[src/rtl/vr_source_pkg.sv]
// Shared types and constants for the valid/ready traffic source.
// Also imported by checker models that predict the source's data stream.
package vr_source_pkg;

  typedef enum logic [1:0] {
    IDLE  = 2'd0,
    GAP   = 2'd1,
    OFFER = 2'd2,
    DONE  = 2'd3
  } state_e;

  typedef enum logic {
    MODE_INC  = 1'b0,
    MODE_LFSR = 1'b1
  } mode_e;

  // Maximal-length tap masks for a right-shifting Galois LFSR, keyed by register width.
  function automatic logic [63:0] lfsr_taps(input int width);
    case (width)
      4:       return 64'h0000_0000_0000_000C;
      5:       return 64'h0000_0000_0000_0014;
      6:       return 64'h0000_0000_0000_0030;
      7:       return 64'h0000_0000_0000_0060;
      8:       return 64'h0000_0000_0000_00B8;
      12:      return 64'h0000_0000_0000_0E08;
      16:      return 64'h0000_0000_0000_B400;
      24:      return 64'h0000_0000_00E1_0000;
      32:      return 64'h0000_0000_A300_0000;
      default: return 64'h0000_0000_0000_00B8;
    endcase
  endfunction

endpackage

[src/rtl/vr_source_if.sv]
// Valid/ready bus: the master owns data and valid, the slave owns ready.
interface valid_ready #(
  parameter int DATA_WIDTH = 8
) ();
  logic [DATA_WIDTH-1:0] data;
  logic                  valid;
  logic                  ready;

  modport Master (output data, output valid, input ready);
  modport Slave  (input data, input valid, output ready);
endinterface

[src/rtl/vr_source_datagen.sv]
// Combinational next-word function for the source data stream:
// increment, or one step of a right-shifting Galois LFSR.
module vr_source_datagen
  import vr_source_pkg::*;
#(
  parameter int DATA_WIDTH = 8
) (
  input  logic [DATA_WIDTH-1:0] data_i,
  input  mode_e                 mode_i,
  output logic [DATA_WIDTH-1:0] next_o
);

  localparam logic [DATA_WIDTH-1:0] TAPS = DATA_WIDTH'(lfsr_taps(DATA_WIDTH));

  always_comb begin
    next_o = data_i + DATA_WIDTH'(1);
    if (mode_i == MODE_LFSR) begin
      next_o = (data_i >> 1) ^ (data_i[0] ? TAPS : '0);
    end
  end

endmodule

[src/rtl/vr_source.sv]
// Valid/ready traffic generator: incrementing or LFSR words, a programmable
// idle gap between transfers, and an optional transfer-count limit per run.
module vr_source
  import vr_source_pkg::*;
#(
  parameter int DATA_WIDTH = 8,
  parameter int DELAY_BITS = 3,
  parameter int COUNT_BITS = 8
) (
  input  logic                  clk,
  input  logic                  reset,
  input  logic                  enable,
  input  logic [DELAY_BITS-1:0] delay,
  input  logic                  mode,
  input  logic [DATA_WIDTH-1:0] seed,
  input  logic [COUNT_BITS-1:0] num_xfers,
  output logic [COUNT_BITS-1:0] xfer_count,
  output logic                  done,
  valid_ready.Master            vrBus
);

  state_e                  state_q, state_d;
  logic [DATA_WIDTH-1:0]   data_q, data_d;
  logic                    valid_q, valid_d;
  logic [COUNT_BITS-1:0]   xfer_count_q, xfer_count_d;
  logic                    done_q, done_d;
  logic [DELAY_BITS-1:0]   gap_cnt_q, gap_cnt_d;
  logic [DELAY_BITS-1:0]   gap_len_q, gap_len_d;

  logic [DATA_WIDTH-1:0]   next_word;
  logic [DATA_WIDTH-1:0]   start_word;
  logic [COUNT_BITS-1:0]   count_inc;
  logic                    handshake;

  vr_source_datagen #(
    .DATA_WIDTH (DATA_WIDTH)
  ) u_datagen (
    .data_i (data_q),
    .mode_i (mode_e'(mode)),
    .next_o (next_word)
  );

  // An all-zero LFSR state would lock up, so a zero seed starts from 1 instead.
  assign start_word = (mode_e'(mode) == MODE_LFSR && seed == '0) ? DATA_WIDTH'(1) : seed;
  assign count_inc  = xfer_count_q + COUNT_BITS'(1);
  assign handshake  = valid_q && vrBus.ready;

  always_ff @(posedge clk) begin
    if (!reset) begin
      state_q      <= IDLE;
      data_q       <= '0;
      valid_q      <= 1'b0;
      xfer_count_q <= '0;
      done_q       <= 1'b0;
      gap_cnt_q    <= '0;
      gap_len_q    <= '0;
    end else begin
      state_q      <= state_d;
      data_q       <= data_d;
      valid_q      <= valid_d;
      xfer_count_q <= xfer_count_d;
      done_q       <= done_d;
      gap_cnt_q    <= gap_cnt_d;
      gap_len_q    <= gap_len_d;
    end
  end

  always_comb begin
    state_d      = state_q;
    data_d       = data_q;
    valid_d      = valid_q;
    xfer_count_d = xfer_count_q;
    done_d       = done_q;
    gap_cnt_d    = gap_cnt_q;
    gap_len_d    = gap_len_q;

    case (state_q)
      IDLE: begin
        valid_d = 1'b0;
        if (enable) begin
          data_d       = start_word;
          xfer_count_d = '0;
          done_d       = 1'b0;
          if (delay != '0) begin
            state_d   = GAP;
            gap_len_d = delay;
            gap_cnt_d = '0;
          end else begin
            state_d = OFFER;
            valid_d = 1'b1;
          end
        end
      end

      GAP: begin
        valid_d = 1'b0;
        if (!enable) begin
          state_d = IDLE;
        end else if (gap_cnt_q == gap_len_q - DELAY_BITS'(1)) begin
          state_d = OFFER;
          valid_d = 1'b1;
        end else begin
          gap_cnt_d = gap_cnt_q + DELAY_BITS'(1);
        end
      end

      // Enable is only honoured after a handshake: an offered word is never withdrawn.
      OFFER: begin
        if (handshake) begin
          data_d       = next_word;
          xfer_count_d = count_inc;
          if (num_xfers != '0 && count_inc == num_xfers) begin
            state_d = DONE;
            valid_d = 1'b0;
            done_d  = 1'b1;
          end else if (!enable) begin
            state_d = IDLE;
            valid_d = 1'b0;
          end else if (delay != '0) begin
            state_d   = GAP;
            valid_d   = 1'b0;
            gap_len_d = delay;
            gap_cnt_d = '0;
          end
        end
      end

      DONE: begin
        valid_d = 1'b0;
        done_d  = 1'b1;
        if (!enable) begin
          state_d = IDLE;
        end
      end

      default: begin
        state_d = IDLE;
        valid_d = 1'b0;
      end
    endcase
  end

  assign vrBus.data  = data_q;
  assign vrBus.valid = valid_q;
  assign xfer_count  = xfer_count_q;
  assign done        = done_q;

endmodule

[src/flat_wrapper.sv]
// flat-port wrapper written by rule: the top's interface ports become plain ports
module vr_source_flat import vr_source_pkg::*;
#(
  parameter int DATA_WIDTH = 8,
  parameter int DELAY_BITS = 3,
  parameter int COUNT_BITS = 8
)
  (clk, reset, enable, delay, mode, seed, num_xfers, xfer_count, done, vrBus_data, vrBus_valid, vrBus_ready);
  valid_ready #(.DATA_WIDTH(DATA_WIDTH)) vrBus_i ();
  input  logic clk;
  input  logic reset;
  input  logic enable;
  input  logic [DELAY_BITS-1:0] delay;
  input  logic mode;
  input  logic [DATA_WIDTH-1:0] seed;
  input  logic [COUNT_BITS-1:0] num_xfers;
  output logic [COUNT_BITS-1:0] xfer_count;
  output logic done;
  output wire logic [$bits(vrBus_i.data)-1:0] vrBus_data;
  output wire logic [$bits(vrBus_i.valid)-1:0] vrBus_valid;
  input wire logic [$bits(vrBus_i.ready)-1:0] vrBus_ready;
  assign vrBus_data = vrBus_i.data;
  assign vrBus_valid = vrBus_i.valid;
  assign vrBus_i.ready = vrBus_ready;
  vr_source #(.DATA_WIDTH(DATA_WIDTH), .DELAY_BITS(DELAY_BITS), .COUNT_BITS(COUNT_BITS)) u_core (.clk(clk), .reset(reset), .enable(enable), .delay(delay), .mode(mode), .seed(seed), .num_xfers(num_xfers), .xfer_count(xfer_count), .done(done), .vrBus(vrBus_i));
endmodule
[config.mk]
export PLATFORM = sky130hd
export DESIGN_NAME = vr_source_flat
export DESIGN_NICKNAME = d
export VERILOG_FILES = /design/src/rtl/vr_source_pkg.sv /design/src/rtl/vr_source_if.sv /design/src/rtl/vr_source_datagen.sv /design/src/rtl/vr_source.sv /design/src/flat_wrapper.sv
export SDC_FILE = /design/constraint.sdc
export NUM_CORES = 1
export LEC_CHECK = 0
export CAP_MARGIN = 20
export CORE_MARGIN = 3
export CORE_UTILIZATION = 46
export CTS_CLUSTER_DIAMETER = 100
export CTS_CLUSTER_SIZE = 40
export DETAILED_ROUTE_END_ITERATION = 10
export GPL_ROUTABILITY_DRIVEN = 0
export PLACE_DENSITY = 0.79
export SLEW_MARGIN = 20
export SYNTH_ARGS = -nofsm -noshare
export SYNTH_HDL_FRONTEND = slang
export SYNTH_SLANG_ARGS = --single-unit
[constraint.sdc]
create_clock -name clk -period 2.55 [get_ports clk]
set_input_delay 0.765 -clock clk [delete_from_list [all_inputs] [get_ports clk]]
set_output_delay 0.765 -clock clk [all_outputs]
set_load 0.03 [all_outputs]
### Word level (Yosys, flattened, before mapping)

Index checks and enable logic that the tools add are counted.

* bits in registers: 26
* bits in latches: 0
* memory bits (writable): 0
* ROM bits: 0
* input bits: 24
* output and inout port bits: 18
* word-level logic and storage cells: 86
* memories kept: 0

* add/sub/neg operators: 4
* multipliers: 0
* div/mod/pow operators: 0
* magnitude comparators: 0
* eq/ne operators: 14
* shift-type cells: 0
* muxes and demuxes: 44
* bitwise gates (word level): 1
* reduce and logical (&&, ||, !) cells: 16

Operator list (number)
* $mux 8: 7
* $pmux 8 s2: 2
* $mux 3: 10
* $mux 2: 9
* $add 8x1->8 const B: 2
* $mux 1: 11
* $ne 2x2->1 const B: 5
* $reduce_and 5->1: 2
* $pmux 3 s3: 1
* $reduce_bool 3->1: 3
* $eq 8x8->1: 1
* $logic_not 8->1: 1
* $pmux 2 s4: 1
* $reduce_bool 8->1: 1
* $xor 7x8->8: 1
* $pmux 3 s2: 1
* $reduce_and 3->1: 2
* $eq 2x2->1 const B: 2
* $ne 2x1->1 const B: 2
* $ne 4x2->1 const B: 1
* $pmux 1 s4: 1
* $reduce_and 4->1: 1
* $add 3x1->3 const B: 1
* $eq 3x3->1: 1
* other kinds (8): 10

### Logic depth before layout (Yosys ltp)

* word-level depth: 6
* mapped depth: 8
* depth with buffers taken out: 8

### Hierarchy

From an unflattened synthesis, not the netlist that was laid out.

* cells, all modules: 262
* area, all modules: 2062.0 µm²

Modules (own cells, without submodules)
* vr_source: times used 1, cells each 223, area each 1810.5 µm², seq. area each 520.5 µm²
* vr_source_datagen: times used 1, cells each 39, area each 251.5 µm², seq. area each 0.0 µm²

### Least setup slack after synthesis

No wires, ideal clock.

* path type: input to register
* start: input port num_xfers[7]
* end: register u_core.gap_cnt_q[2]
* library setup time: 0.091 ns
* arrival: 2.383 ns
* data required time: 2.459 ns
* path slack: 0.076 ns
* stages on the path: 5
* path buffers: 0
* cells stage by stage: xor2_1 or4_4 and2_4 or4_4 a311oi_1

* cells in the longest elaborated chain, start to end: 4
* elaborated cells between the ends (all ways): 5
* classes of those cells: 2 x eq/ne; 3 x reduce/logical

Ends and longest elaborated chain
* from (decl): RTL line flat_wrapper.sv:16 `input logic [COUNT_BITS-1:0] num_xfers;`
* $eq 8x8->1 or $reduce_bool 8->1 (tied branches): RTL line vr_source.sv:112 `if (num_xfers != '0 && count_inc == num_xfers) begin`
* $logic_and 1x1->1 *: RTL line vr_source.sv:112
* $ne 2x2->1 (no line) *
* $reduce_and 5->1 (no line) *
* to (signal assigned): RTL line vr_source.sv:63 `gap_cnt_q <= gap_cnt_d;`
* to (decl): RTL line vr_source.sv:27 `logic [DELAY_BITS-1:0] gap_cnt_q, gap_cnt_d;`

Mark *: on every way between the ends. The rest lies on a longest branch, timed or not.
A chain may end at the register's enable or synchronous reset.

### Worst setup path in the final report

* start: input port num_xfers[7]
* end: register u_core.done_q, in the netlist u_core.done

* cells in the longest elaborated chain, start to end: 4
* elaborated cells between the ends (all ways): 5
* classes of those cells: 2 x eq/ne; 3 x reduce/logical

Ends and longest elaborated chain
* $eq 8x8->1 or $reduce_bool 8->1 (tied branches): RTL line vr_source.sv:112
* $logic_and 1x1->1 *: RTL line vr_source.sv:112
* $ne 2x1->1 (no line) *
* $reduce_and 4->1 (no line) *
* to (signal assigned): RTL line vr_source.sv:62 `done_q <= done_d;`
* to (decl): RTL line vr_source.sv:26 `logic done_q, done_d;`

Marked as above.

==> qor.yml <==
status: "finished clean"
tightestPinTransition_ns: 0.715
relSlewSlack: 0.523
area_growth_pct: 32.0
cp_max_fo: 3
antenna_found_initial: 0
timing.critical_path.from: "num_xfers[7]"
async_flop_share: 0
start_util: 0.497
grt_max_degree: 22
p_leak_nw: 0.913
worstPathArrival_ns: 2.64
post-cts-setup-buffer-count: 0
peakVddDrop_mv: 0.254
setup_ws_ns: 0.0932
cp_slowest_cell: "or4_4"
r2r_start: "u_core.xfer_count[1]"
timing.critical_path.buf_inv: 1
period_share: 0.963
hold-worst-slack_ns: 0.482
synth_fa_ha_area_frac: 0.0265
pwr-share-seq: 0.487
finalSetupTns_ns: 0
synth_top_cell_area_share: 0.276
path_depth: 6
clkLatencyLatePin_ns: 0.27
cts.sinks: 26
synth_simple_gate_area_share: 0.273
cts_tree: "yes"
synth_edf_count: 0
firstDrtPassIters: 4
startpoint_type: "primary input"
cp.required_ns: 2.73
switchingPower_mw: 0.270
yosys-top-cells-area: "dfxtp_1 28%, o21ai_0 5.6%, a21oi_1 5.3%"
num_rows: 22
die_x_um: 70.0
ant_nets: 0
vias: 1981
ys.flop_type: "dfxtp_1"
timing.fmax_mhz: 407
p_clk_frac: 0.252
sw_frac_of_total: 0.295
hold_viol: 0
wire_per_inst_um: 14.4
power_density_nw_per_um2: 368
root_buffer: "clkbuf_8"
dieHeight_um: 70.0
drt_first_iter_violations: 191
grt_pass1_vias: 1826
hold_path.class: "reg -> reg"
portBuffers: 41
synth_compound_area_frac: 0.255
track_usage: 0.204
synth_top_family_by_area: "simple AND/OR/NAND/NOR gates"
die_area_um2: 4910
combPwrFrac: 0.261
period_needed_ns: 2.46
dp.cells: 341
ys_seq_area_frac: 0.276
gr-total-overflow: 0
cp-endpoint: "u_core.done"
place_area_um2: 2430
clkTransAtPathRegs_ns: 0.09
cp_cell_sequence: "dlygate4sd2_1 -> xor2_2 -> or4_4 -> and2_4 -> or4_1 -> a211oi_1"
cp-end-kind: "flop"
io_pins: 42
core-area_um2: 3800
setup_viol: 0
drc: 0
fin_skew_ns: 0.00227
routed_via_density: 5.76
synthDistinctLibCells: 56
nets: 326
synthXorXnorAreaFrac: 0.100
dp_slack_ns: -0.422
cpPeakStageDelay_ns: 0.52
avgSynthCellArea_um2: 7.73
r2r_cells: 7
cts_buffer_depth: 2
grt_pass1_wl_um: 8430
cts_made_buffers: 3
drive_gt1_frac: 0.122
synth_cells: 244
synth.area.mux_share: 0.0106
r2r_end: "u_core.gap_cnt_q[2]"
internal_power_mw: 0.646
totalWireLength_um: 4970
worstSetupPathType: "in -> reg"
rrSetupSlack_ns: 0.28
rsz0062_at_grt: "false"
syn_area_um2: 1890
syn-num-nets: 272
dp_hpwl_um: 3850
crit_family: "simple AND/OR/NAND/NOR gates"
final_cell_area_um2: 2490
hold_buffers: 0
cts_htree_levels: 1
yosysWarnings: 0
drv_cap: 0
synth_seq_cells: 26
post-synth-top-area-cell: "dfxtp_1"
stdcell_count: 344
n_antenna_cell: 0
finalMaxSlewViolations: 0
## routing by layer
layer	global-route usage	up-vias	share of wire
met5	0	-	0
met4	0.0574	0	0.0072
met3	0.0245	4	0.047
met2	0.331	62	0.48
met1	0.285	913	0.47
li1	-	1002	-
## cell type report
cell class / count / area [µm²]
inverters: 6 / 22.5
repair buffers: 62 / 576
clock buffers: 3 / 41.3
multi-input cells: 199 / 1270
fillers: 339 / 1310
well taps: 48 / 60.1
flip-flops and latches: 26 / 522
## repair_timing
item / CTS / global route
pin swaps: 1 / 3
cloned: 0 / 0
gates resized for setup: 3 / 7
endpoints found under the setup margin: 6 / 6
endpoints found under the hold margin: 0 / 0
## how the worst min path moves through the flow
stage / from / endpoint / depth (start not counted)
floorplan: u_core.gap_len_q[2] / u_core.gap_len_q[2] / 2
global placement: u_core.gap_len_q[2] / u_core.gap_len_q[2] / 2
detailed placement: u_core.gap_len_q[1] / u_core.gap_len_q[1] / 2
CTS: u_core.gap_len_q[1] / u_core.gap_len_q[1] / 2
global route: u_core.gap_cnt_q[0] / u_core.gap_cnt_q[0] / 1
finish: u_core.gap_len_q[1] / u_core.gap_len_q[1] / 2
## cells by family after synthesis
kind of cell	Yosys count
buf+inv	19
xor+xnor	20
mux	2
simple gates	97
compound gates	76
fa+ha+maj	4
flops	26
## power groups by stage
stage	Combinational, mW	Clock, mW	Sequential, mW
2_1_floorplan	0.118	0	0.468
3_3_place_gp	0.235	0	0.455
3_5_place_dp	0.239	0	0.455
4_1_cts	0.239	0.235	0.446
5_1_grt	0.263	0.247	0.450
6_report	0.239	0.231	0.446
## synthesized netlist by cell type (all sizes together), types with 2 or more instances
cell type / number
clkbuf: 8
xnor2: 10
and2: 2
o221ai: 2
a311oi: 2
inv: 6
dfxtp: 26
nand3b: 3
o21ai: 21
nand2: 20
nor4b: 2
nor4: 3
nor2b: 3
nor2: 26
a221oi: 2
o211ai: 3
mux2i: 2
or4: 3
a211oi: 7
o311ai: 2
xor2: 9
ha: 4
a22oi: 2
nand2b: 5
nand3: 13
a31oi: 4
and3: 2
or3: 2
o2111ai: 3
buf: 5
nor3: 7
a21oi: 20
## tightest hold or removal path: cells and delay by family, from the launching register on
| family | cells | cell delay [ns] |
|---|---|---|
| AO/OA/AOI/OAI | 2 | 0.13 |
| flip-flops | 1 | 0.31 |
## stage by stage
stage / power [mW] / utilization
after CTS: 0.919 / 0.651
after floorplan: 0.586 / -
after global routing: 0.959 / 0.655
after global placement: 0.689 / 0.639
final: 0.916 / 0.655
after detailed placement: 0.694 / 0.639
## flip-flops by register name (all words and copies together), names as in the netlist
| name | count |
|---|---|
| u_core.vrBus.data | 8 |
| u_core.xfer_count | 8 |
| u_core.gap_cnt_q | 3 |
| u_core.gap_len_q | 3 |
| u_core.state_q | 2 |
| u_core.done | 1 |
| u_core.vrBus.valid | 1 |
## layout by cell type, fill, tap and decap left out, types with 2 or more instances in the layout
| cell | synthesis | routed |
|---|---|---|
| nand3_1 | 12 | 12 |
| nand2b_1 | 5 | 5 |
| o211ai_1 | 3 | 3 |
| o2111ai_1 | 3 | 3 |
| xnor2_1 | 10 | 10 |
| a31oi_1 | 4 | 4 |
| mux2i_1 | 2 | 2 |
| or3_1 | 2 | 2 |
| ha_1 | 4 | 4 |
| nor2_1 | 25 | 25 |
| a221oi_1 | 2 | 2 |
| nand3b_1 | 3 | 3 |
| nor2b_1 | 3 | 3 |
| a22oi_1 | 2 | 2 |
| nand2_1 | 19 | 19 |
| nor3_1 | 7 | 7 |
| buf_4 | 2 | 21 |
| o311ai_1 | 2 | 2 |
| nor4b_1 | 2 | 2 |
| a211oi_1 | 7 | 7 |
| or4_4 | 2 | 2 |
| o21ai_0 | 21 | 20 |
| xor2_1 | 9 | 8 |
| nor4_1 | 3 | 3 |
| o221ai_1 | 2 | 2 |
| dlymetal6s2s_1 | 0 | 4 |
| a21oi_1 | 20 | 20 |
| clkbuf_8 | 1 | 3 |
| dlygate4sd2_1 | 0 | 2 |
| dfxtp_1 | 26 | 25 |
| clkdlybuf4s50_1 | 0 | 35 |
| inv_1 | 5 | 5 |
Note: power is estimated with default switching activity, not from simulation.
==> RTL edit (same flow settings) <==
`DATA_WIDTH` is set to 8 in 4 places; all go to 6.
--- a/src/rtl/vr_source_if.sv
+++ b/src/rtl/vr_source_if.sv
@@ -1,6 +1,6 @@
 // Valid/ready bus: the master owns data and valid, the slave owns ready.
 interface valid_ready #(
-  parameter int DATA_WIDTH = 8
+  parameter int DATA_WIDTH = 6
 ) ();
   logic [DATA_WIDTH-1:0] data;
   logic                  valid;
--- a/src/rtl/vr_source_datagen.sv
+++ b/src/rtl/vr_source_datagen.sv
@@ -3,7 +3,7 @@
 module vr_source_datagen
   import vr_source_pkg::*;
 #(
-  parameter int DATA_WIDTH = 8
+  parameter int DATA_WIDTH = 6
 ) (
   input  logic [DATA_WIDTH-1:0] data_i,
   input  mode_e                 mode_i,
--- a/src/rtl/vr_source.sv
+++ b/src/rtl/vr_source.sv
@@ -3,7 +3,7 @@
 module vr_source
   import vr_source_pkg::*;
 #(
-  parameter int DATA_WIDTH = 8,
+  parameter int DATA_WIDTH = 6,
   parameter int DELAY_BITS = 3,
   parameter int COUNT_BITS = 8
 ) (
--- a/src/flat_wrapper.sv
+++ b/src/flat_wrapper.sv
@@ -1,7 +1,7 @@
 // flat-port wrapper written by rule: the top's interface ports become plain ports
 module vr_source_flat import vr_source_pkg::*;
 #(
-  parameter int DATA_WIDTH = 8,
+  parameter int DATA_WIDTH = 6,
   parameter int DELAY_BITS = 3,
   parameter int COUNT_BITS = 8
 )
Ports: changed (resized seed and vrBus_data); port bits go from 42 to 38. No check against the original RTL was run, so the function may have changed too.
==> RTL edit against the original RTL <==
Power decreased by 2.1%; non-clock buffer count decreased by 12; sequential cell count decreased by 2; clock power increased by 18%; via count decreased by 10%; worst setup slack improved by 0.022 ns; routed wire length decreased by 13%; clock skew increased by 0.010 ns; area after synthesis decreased by 13%; final area decreased by 10%; utilization increased by 0.57 points.
==> RTL edit: results <==
[global_routing]
grt_use_total_pct = 20.9
gr-usage-met2_pct = 34.7
grt_max_degree = 15
grt_pass1_vias = 1654
grt_pass1_wl_um = 7370

[setup_path]
reg2reg_to = "u_core.vrBus.valid"
r2r_cells = 9
cp_max_fo = 6

[finish]
final_net_count = 284
drive_gt1_share_pct = 11.7

[status]
status = "completed"

[cts]
root_buffer = "clkbuf_4"
path_clk_slew_ns = 0.12

[placement]
place_area_um2 = 2110
hpwl_um = 3140
dp.cells = 298
portBuffers = 37

[pwr]
ir_drop_uv = 379
p_leak_nw = 0.842
internal-power_w = 0.000653

[yosys]
ys_types = 47
synth.yosys.seq_area_share_pct = 29.3
syn_inst = 213

[timing]
tightest_slew_ns = 0.429
hold_slack_ns = 0.472
skew_ns = 0.0126

[route]
viasPerCell = 5.87
vias = 1780
drt_iter0_drc = 156
routed_wl_um = 4330
==> RTL edit: per-layer routing <==
metal	wire length (um)	share of wire [%]
met5	0	0
met4	48	1.1
met3	316	7.3
met2	1990	46
met1	1980	46
==> RTL edit: kinds of logic (layout without fill, tap and decap cells) <==
logic type | after synthesis | after routing | share of synthesized area (%)
XOR/XNOR | 16 | 16 | 9.40
adder cells (fa/ha/maj) | 4 | 4 | 3.06
AND/OR/NAND/NOR | 87 | 87 | 26.6
flip-flops | 24 | 24 | 29.3
AO/OA/AOI/OAI | 59 | 59 | 24.1
multiplexers | 5 | 5 | 3.13
buffers and inverters | 18 | 62 | 4.35
==> RTL edit: area by class of cell <==
cell class | instances | area (um^2)
fill | 277 | 1150
sequential | 24 | 480
inverter | 8 | 30.0
multi-input combinational | 171 | 1150
tap | 46 | 57.6
clock inverter | 1 | 30.0
timing repair buffer | 50 | 474
clock buffer | 3 | 22.5
==> RTL edit: worst max-delay path by stage <==
stage               cells past startpoint  slack [ns]                  end
floorplan                               6        0.09  u_core.gap_cnt_q[2]
global placement                        8       -0.39  u_core.gap_len_q[1]
detailed placement                      8       -0.44  u_core.gap_len_q[0]
CTS                                     8       0.007  u_core.gap_len_q[0]
global route                            8       0.004    u_core.state_q[1]
finish                                  8        0.12   u_core.vrBus.valid
==> RTL edit: per-stage QoR <==
step                      setup slack, ns  utilization (%)
after floorplan                    0.0880                -
after global placement             -0.391             62.4
after detailed placement           -0.439             62.4
after CTS                         0.00713             65.2
after global routing              0.00416             66.1
final                               0.115             66.1
==> RTL edit: power by group through the flow <==
stage	Clock (W)	Sequential, W	Combinational, W
after global placement	0	0.000421	0.000201
after detailed placement	0	0.000421	0.000205
after floorplan	0	0.000432	0.000104
after CTS	0.000280	0.000413	0.000209
after global routing	0.000290	0.000417	0.000232
final	0.000272	0.000413	0.000212
==> RTL edit: repair_timing <==
| action | 4_1_cts | 5_1_grt |
|---|---|---|
| setup endpoints to repair | 6 | 9 |
| pin swaps | 3 | 7 |
| gates resized for setup | 5 | 6 |
| hold buffers | 0 | 0 |
| buffers inserted | 1 | 0 |
==> RTL edit: worst max-delay path: stages <==
cell             delay (ns)
clkdlybuf4s50_1        0.53
xor2_2                 0.25
nor4b_4                0.25
nor3_2                 0.10
nor4_4                 0.29
buf_6                  0.16
o31ai_1                0.07
a41o_1                 0.24
